$ cat config.mk
export PLATFORM = sky130hd
export DESIGN_NAME = mem_stage
export DESIGN_NICKNAME = d
export VERILOG_FILES = /design/src/rtl/mem_stage.sv
export SDC_FILE = /design/constraint.sdc
export NUM_CORES = 1
export LEC_CHECK = 0
export BUFFER_PORTS_ARGS = -buffer_cell sky130_fd_sc_hd__buf_2
export CORE_AREA = 2 2 146 148
export CTS_CLUSTER_DIAMETER = 50
export DETAILED_ROUTE_END_ITERATION = 8
export DIE_AREA = 0 0 148 150
export PLACE_DENSITY = 0.75
export SYNTH_ARGS = -nofsm -noshare
export SYNTH_HDL_FRONTEND = slang
export SYNTH_SLANG_ARGS = --single-unit
$ cat constraint.sdc
create_clock -name clk -period 2.16 [get_ports clk]
set_input_delay 0 -clock clk [delete_from_list [all_inputs] [get_ports clk]]
set_output_delay 0 -clock clk [all_outputs]
set_load 0.01 [all_outputs]
$ cat src/rtl/mem_stage.sv
// Memory pipeline stage: latches the EX/MEM payload, runs one load/store at a time
// on the data RAM through a req/addr_ok/data_ok handshake, and forwards results to WB.
module mem_stage #(
    parameter int EM_BUS_WD = 113,
    parameter int MW_BUS_WD = 111,
    parameter int BY_BUS_WD = 40
) (
    input  logic                 clk,
    input  logic                 resetn,
    input  logic                 EX_to_MEM_valid,
    output logic                 MEM_allow_in,
    input  logic [EM_BUS_WD-1:0] EX_to_MEM_bus,
    output logic                 MEM_to_WB_valid,
    input  logic                 WB_allow_in,
    output logic [MW_BUS_WD-1:0] MEM_to_WB_bus,
    output logic [BY_BUS_WD-1:0] MEM_to_BY_bus,
    output logic                 data_ram_req,
    output logic                 data_ram_wr,
    output logic [3:0]           data_ram_wstrb,
    output logic [31:0]          data_ram_addr,
    output logic [31:0]          data_ram_wdata,
    input  logic                 data_ram_addr_ok,
    input  logic                 data_ram_data_ok,
    input  logic [31:0]          data_ram_rdata
);

    typedef enum logic [1:0] {
        S_IDLE = 2'd0,
        S_REQ  = 2'd1,
        S_WAIT = 2'd2,
        S_DONE = 2'd3
    } state_t;

    state_t                 r_state;
    state_t                 w_state_nxt;
    logic                   r_mem_valid;
    logic [EM_BUS_WD-1:0]   r_em_bus;
    logic [31:0]            r_rdata_buf;

    logic [2:0]  w_stage;
    logic        w_rf_we;
    logic        w_sel_rf_wdata;
    logic        w_sel_ram_wd;
    logic        w_ram_rd;
    logic        w_ram_wr;
    logic [3:0]  w_ram_ben;
    logic [31:0] w_ram_wdata;
    logic [4:0]  w_rf_waddr;
    logic [31:0] w_alu_result;
    logic [31:0] w_pc;
    logic        w_memop;
    logic        w_in_memop;
    logic        w_ready_go;
    logic        w_accept;
    logic        w_next_memop;
    logic        w_data_valid;
    logic [31:0] w_wb_rdata;

    assign {w_stage, w_rf_we, w_sel_rf_wdata, w_sel_ram_wd, w_ram_rd, w_ram_wr,
            w_ram_ben, w_ram_wdata, w_rf_waddr, w_alu_result, w_pc} = r_em_bus;

    assign w_memop      = w_ram_rd | w_ram_wr;
    assign w_in_memop   = EX_to_MEM_bus[106] | EX_to_MEM_bus[105];
    assign w_ready_go   = ~w_memop
                        | ((r_state == S_WAIT) & data_ram_data_ok)
                        | (r_state == S_DONE);
    assign MEM_allow_in = ~r_mem_valid | (w_ready_go & WB_allow_in);
    assign w_accept     = EX_to_MEM_valid & MEM_allow_in;
    // A memop arriving in the same cycle the current one retires goes straight to REQ.
    assign w_next_memop = w_accept & w_in_memop;

    // Valid bit tracks the upstream handshake whenever this stage can take a new slot.
    always_ff @(posedge clk or negedge resetn) begin
        if (!resetn) begin
            r_mem_valid <= 1'b0;
        end else if (MEM_allow_in) begin
            r_mem_valid <= EX_to_MEM_valid;
        end
    end

    // Instruction payload captured on a successful EX->MEM transfer.
    always_ff @(posedge clk or negedge resetn) begin
        if (!resetn) begin
            r_em_bus <= {EM_BUS_WD{1'b0}};
        end else if (w_accept) begin
            r_em_bus <= EX_to_MEM_bus;
        end
    end

    // Load data held while WB stalls after the response has already arrived.
    always_ff @(posedge clk or negedge resetn) begin
        if (!resetn) begin
            r_rdata_buf <= 32'h0000_0000;
        end else if ((r_state == S_WAIT) && data_ram_data_ok && !WB_allow_in) begin
            r_rdata_buf <= data_ram_rdata;
        end
    end

    // RAM transaction state register.
    always_ff @(posedge clk or negedge resetn) begin
        if (!resetn) begin
            r_state <= S_IDLE;
        end else begin
            r_state <= w_state_nxt;
        end
    end

    // RAM transaction next-state logic; data_ok outside WAIT is deliberately ignored.
    always_comb begin
        w_state_nxt = r_state;
        case (r_state)
            S_IDLE: begin
                if (w_next_memop) w_state_nxt = S_REQ;
                else              w_state_nxt = S_IDLE;
            end
            S_REQ: begin
                if (data_ram_addr_ok) w_state_nxt = S_WAIT;
                else                  w_state_nxt = S_REQ;
            end
            S_WAIT: begin
                if (data_ram_data_ok) begin
                    if (WB_allow_in) w_state_nxt = w_next_memop ? S_REQ : S_IDLE;
                    else             w_state_nxt = S_DONE;
                end else begin
                    w_state_nxt = S_WAIT;
                end
            end
            S_DONE: begin
                if (WB_allow_in) w_state_nxt = w_next_memop ? S_REQ : S_IDLE;
                else             w_state_nxt = S_DONE;
            end
            default: w_state_nxt = S_IDLE;
        endcase
    end

    // Raw load data forwarded to WB: live response in WAIT, buffered copy in DONE.
    always_comb begin
        w_wb_rdata = 32'h0000_0000;
        case (r_state)
            S_WAIT:  w_wb_rdata = data_ram_rdata;
            S_DONE:  w_wb_rdata = r_rdata_buf;
            default: w_wb_rdata = 32'h0000_0000;
        endcase
        if (!w_memop) begin
            w_wb_rdata = 32'h0000_0000;
        end else begin
            w_wb_rdata = w_wb_rdata;
        end
    end

    assign data_ram_req   = (r_state == S_REQ);
    assign data_ram_wr    = w_ram_wr;
    assign data_ram_wstrb = w_ram_wr ? w_ram_ben : 4'b0000;
    assign data_ram_addr  = w_alu_result;
    assign data_ram_wdata = w_ram_wdata;

    assign MEM_to_WB_valid = r_mem_valid & w_ready_go;
    assign MEM_to_WB_bus   = {w_stage, w_rf_we, w_sel_rf_wdata, w_sel_ram_wd, w_ram_ben,
                              w_wb_rdata, w_rf_waddr, w_alu_result, w_pc};

    // Bypass carries the ALU result only; a result produced in MEM is usable once ready.
    assign w_data_valid  = r_mem_valid & (w_stage[0] | (w_stage[1] & w_ready_go));
    assign MEM_to_BY_bus = {w_rf_waddr, w_alu_result, w_data_valid, r_mem_valid, w_rf_we};

endmodule

* Yosys cells after proc, flatten, opt, wreduce, memory -nomap -nowiden
Index checks and enable logic that the tools add are counted.
** Operators by class
- Equality and inequality tests :: 3
- Muxes and demuxes :: 8
- Bitwise gates (word level) :: 15
- Reduce and logical (&&, ||, !) cells :: 4
** Operator list (count)
- $pmux W32 S2 :: 1
- $mux W32 :: 1
- $pmux W2 S4 :: 1
- $and A1 B1 Y1 :: 7
- $mux W2 :: 3
- $or A1 B1 Y1 :: 6
- $eq A2 B2 Y1 const B :: 2
- $mux W4 :: 1
- $eq A2 B1 Y1 const B :: 1
- $logic_and A1 B1 Y1 :: 2
- $logic_not A2 Y1 :: 1
- $not A1 Y1 :: 2
- $logic_not A1 Y1 :: 1
- $mux W1 :: 1
** Word-level totals
- Bits in registers :: 148
- Output and inout bits :: 223
- Word-level logic and storage cells :: 34

* Longest topological paths before layout
- Depth after elaboration :: 12
- Mapped depth :: 7

* Least setup slack after synthesis
Ideal clock, no wire load.
- Path type :: flip-flop to flip-flop
- From :: register r_state[0]
- To :: register r_rdata_buf[10]
- Setup time :: 125 ps
- Data arrival time :: 1464 ps
- Setup slack :: 571 ps
- Stages on the path, launching flop included :: 5
- Buffers on the path :: 2
- Path through :: dfrtp_1 -> buf_2 -> nor4b_4 -> buf_6 -> mux2_2
** Between the ends
- Longest elaborated chain between the ends :: 3
** RTL lines
- start: declaration :: line 34 : state_t r_state;
- start signal: assignment :: line 104 : r_state <= w_state_nxt;
- $eq A2 B2 Y1 :: line 94 : end else if ((r_state == S_WAIT) && data_ram_data_ok && !WB_allow_in) begin
- $logic_and A1 B1 Y1 (2 in a row) :: line 94
- end signal: assignment :: line 95 : r_rdata_buf <= data_ram_rdata;
- end: declaration :: line 38 : logic [31:0] r_rdata_buf;
Every way passes these cells.
A chain may end at the register's enable or synchronous reset.

* Worst setup path after layout
- From :: register r_state[0]
- To :: output port MEM_to_WB_bus[69]
** Between the ends
- Longest elaborated chain between the ends :: 3
** RTL lines
- $eq A2 B2 Y1 :: line 139 : case (r_state)
- $pmux W32 S2 * :: line 139
- $mux W32 * :: line 144 : if (!w_memop) begin
- end: declaration :: line 15 : output logic [MW_BUS_WD-1:0] MEM_to_WB_bus,
Mark *: on every way between the ends. The rest lies on a longest branch, timed or not.

==> out/qor.csv <==
metric,value,unit
post-CTS sizing,0,
Yosys warning count,0,
global-route wire length before repair,34200,microns
leakage,5.85,nW
Final Max Tran Viols,0,
Chip Width,148,microns
status,completed,
CP Capture Type,output port,
Post-Syn Nets,978,
Die Footprint,22200,sq um
"Seq/Total Area, Yosys",49.1,%
count of final setup violators,0,
#FFs+latches synth,148,
CTS tree,done,
VDD IR-drop max,0.000582,V
PortBufs,373,
DR vias/cell,4.51,
"commonest non-fill, non-tap cell in the layout",buf_2,
fin crit share,90.1,%
GRT Util Overall,19.4,%
post-synthesis average cell area,9.13,sq um
most frequent cells in the layout,"buf_2 (372), nand2_1 (336), dlygate4sd3_1 (151), dfrtp_1 (147), nor2_1 (34)",
WL final,22300,microns
hold slack,0.107,ns
Die Height,150,microns
Initial Util,36.5,%
Post-DRT Antenna Nets,0,
CP required,2.16,ns
multi-input logic area,2280,sq um
Worst Clk Skew,0.00908,ns
RSZ-0062 raised after global routing,false,
"Async S/R FF share, synth",100,%
top_reg_cell synth,dfrtp_1,
type of the worst min-delay path,primary input to asynchronous set/reset pin,
Core Region,20700,sq um
routed via count,6529,
Mapped Area,7550,sq um
Clock Pin Slew Worst Setup and Hold Paths,0.07,ns
initial drt markers,294,
postcts setup bufs,0,
IO Pins,374,
Fin. Hold Viols,0,
routability cong.,0.780,
"Arr. time, crit path",1.95,ns
number of flops mapped to enable cells by yosys,0,
TritonCTS Sinks,148,
ant diodes,0,
Period minus WS final,1.95,ns
fillers,1811,
Slew @ Worst Pin,0.583,ns
area grow syn2layout,39.9,%
FMAX,0.514,GHz
final core occ,51.1,%
Post-Synthesis Cells,827,
largest net degree at the start of global routing,58,
initial antenna violation count,0,
vias in the first global route,6662,
total grt overflow,0,
CTS root buffer,clkbuf_16,
max cap viols,0,
CTS Buffer Depth,2,
number of buffers created by CTS,17,
final net count,1313,
crit path max fanout,36,
CP Launch Type,flop,
register area,3700,sq um
Core Rows,53,
sum of negative setup slack,0,ns
Unique masters post-synth,26,
CP Class,flop to output port,
max_slew headroom,61.1,%
wire length per cell,15.4,microns
pwr dens,1410,nW/um^2
Skew-Pair Late Insertion Delay,0.41,ns
H-tree levels,4,
detailed placement HPWL,14000,microns
DRC violations left,0,
fraction of layout cells with a size suffix above 1,38.1,%
drt pass-1 iters,5,
==> power breakdown <==
group,switching (mW),total (mW),internal (mW)
sequential,0.990,5.09,4.10
clock,1.20,3.48,2.28
combinational,3.60,6.32,2.71
total,5.79,14.9,9.10
==> worst max-delay path, cell delays in order, from the launching register on <==
cell and delay (ns):
dfrtp_2 0.40, buf_4 0.51, mux2i_1 0.39, nor2_1 0.08, buf_2 0.15
==> cell usage after synthesis (2+ instances only) <==
cell / instances / area (sq um)
dfrtp_1: 148 / 3700
buf_6: 3 / 33.8
and2_1: 5 / 31.3
inv_1: 2 / 7.51
nand2b_1: 2 / 12.5
nor2_1: 34 / 128
buf_2: 17 / 85.1
clkbuf_1: 7 / 26.3
nand2_1: 336 / 1260
o21ai_0: 5 / 25.0
mux2_2: 30 / 338
mux2i_1: 32 / 320
buf_4: 191 / 1430
a22o_1: 2 / 17.5
mux2_1: 2 / 22.5
==> final timing paths <==
path,start,to,slack [ns],cells after the start
worst max-delay path,r_state[0],MEM_to_WB_bus[69],0.21,4
worst min-delay path,resetn,r_rdata_buf[14],0.11,2
worst max register to register,r_state[0],r_state[1],0.28,5
worst min register to register,r_em_bus[88],r_em_bus[88],0.47,2
max in group asynchronous,resetn,r_rdata_buf[0],1.35,3
min in group clk,WB_allow_in,r_state[0],0.15,5
==> timing repair <==
| action | 4_1_cts | 5_1_grt |
|---|---|---|
| hold buffers | 151 | 0 |
| endpoints found under the hold margin | 246 | 0 |
| setup endpoints to repair | 0 | 0 |
==> stage by stage <==
step | cells | area, sq um | worst slack [ns] | power [mW]
after floorplan | 827 | 7550 | 0.571 | 10.4
after global placement | 1267 | 8370 | 0.479 | 10.9
after detailed placement | 1267 | 8370 | 0.378 | 11.1
after CTS | 1447 | 10600 | 0.211 | 14.9
after global routing | 1447 | 10600 | 0.109 | 15.8
final | 1447 | 10600 | 0.213 | 14.9
==> layout make-up <==
cell class | instances | share of cell area (%)
Tap cell | 275 | 3.26
Clock buffer | 17 | 4.03
Inverter | 2 | 0.0711
Timing Repair Buffer | 534 | 33.6
Sequential cell | 148 | 35.1
Clock inverter | 12 | 2.40
Multi-Input combinational cell | 459 | 21.6
==> state kept, by name (all words and copies together) (netlist names) <==
signal       cells
r_em_bus       113
r_rdata_buf     32
r_state          2
r_mem_valid      1
==> layer usage <==
metal / global-route usage [%] / vias up / share of wire [%] / wire (microns)
met1: 21.3 / 3098 / 38 / 8380
met5: 0 / - / 0 / 0
met4: 8.71 / 0 / 3.5 / 782
met3: 6.16 / 49 / 8.5 / 1900
met2: 34.4 / 338 / 50 / 11300
li1: - / 3044 / - / -
==> cells by family after synthesis <==
family / Yosys count / synth area share (%)
compound gates: 16 / 1.52
buf+inv: 220 / 21.0
flops: 148 / 49.1
mux: 64 / 9.02
simple gates: 379 / 19.4
Power figures use the tool's default switching activity.
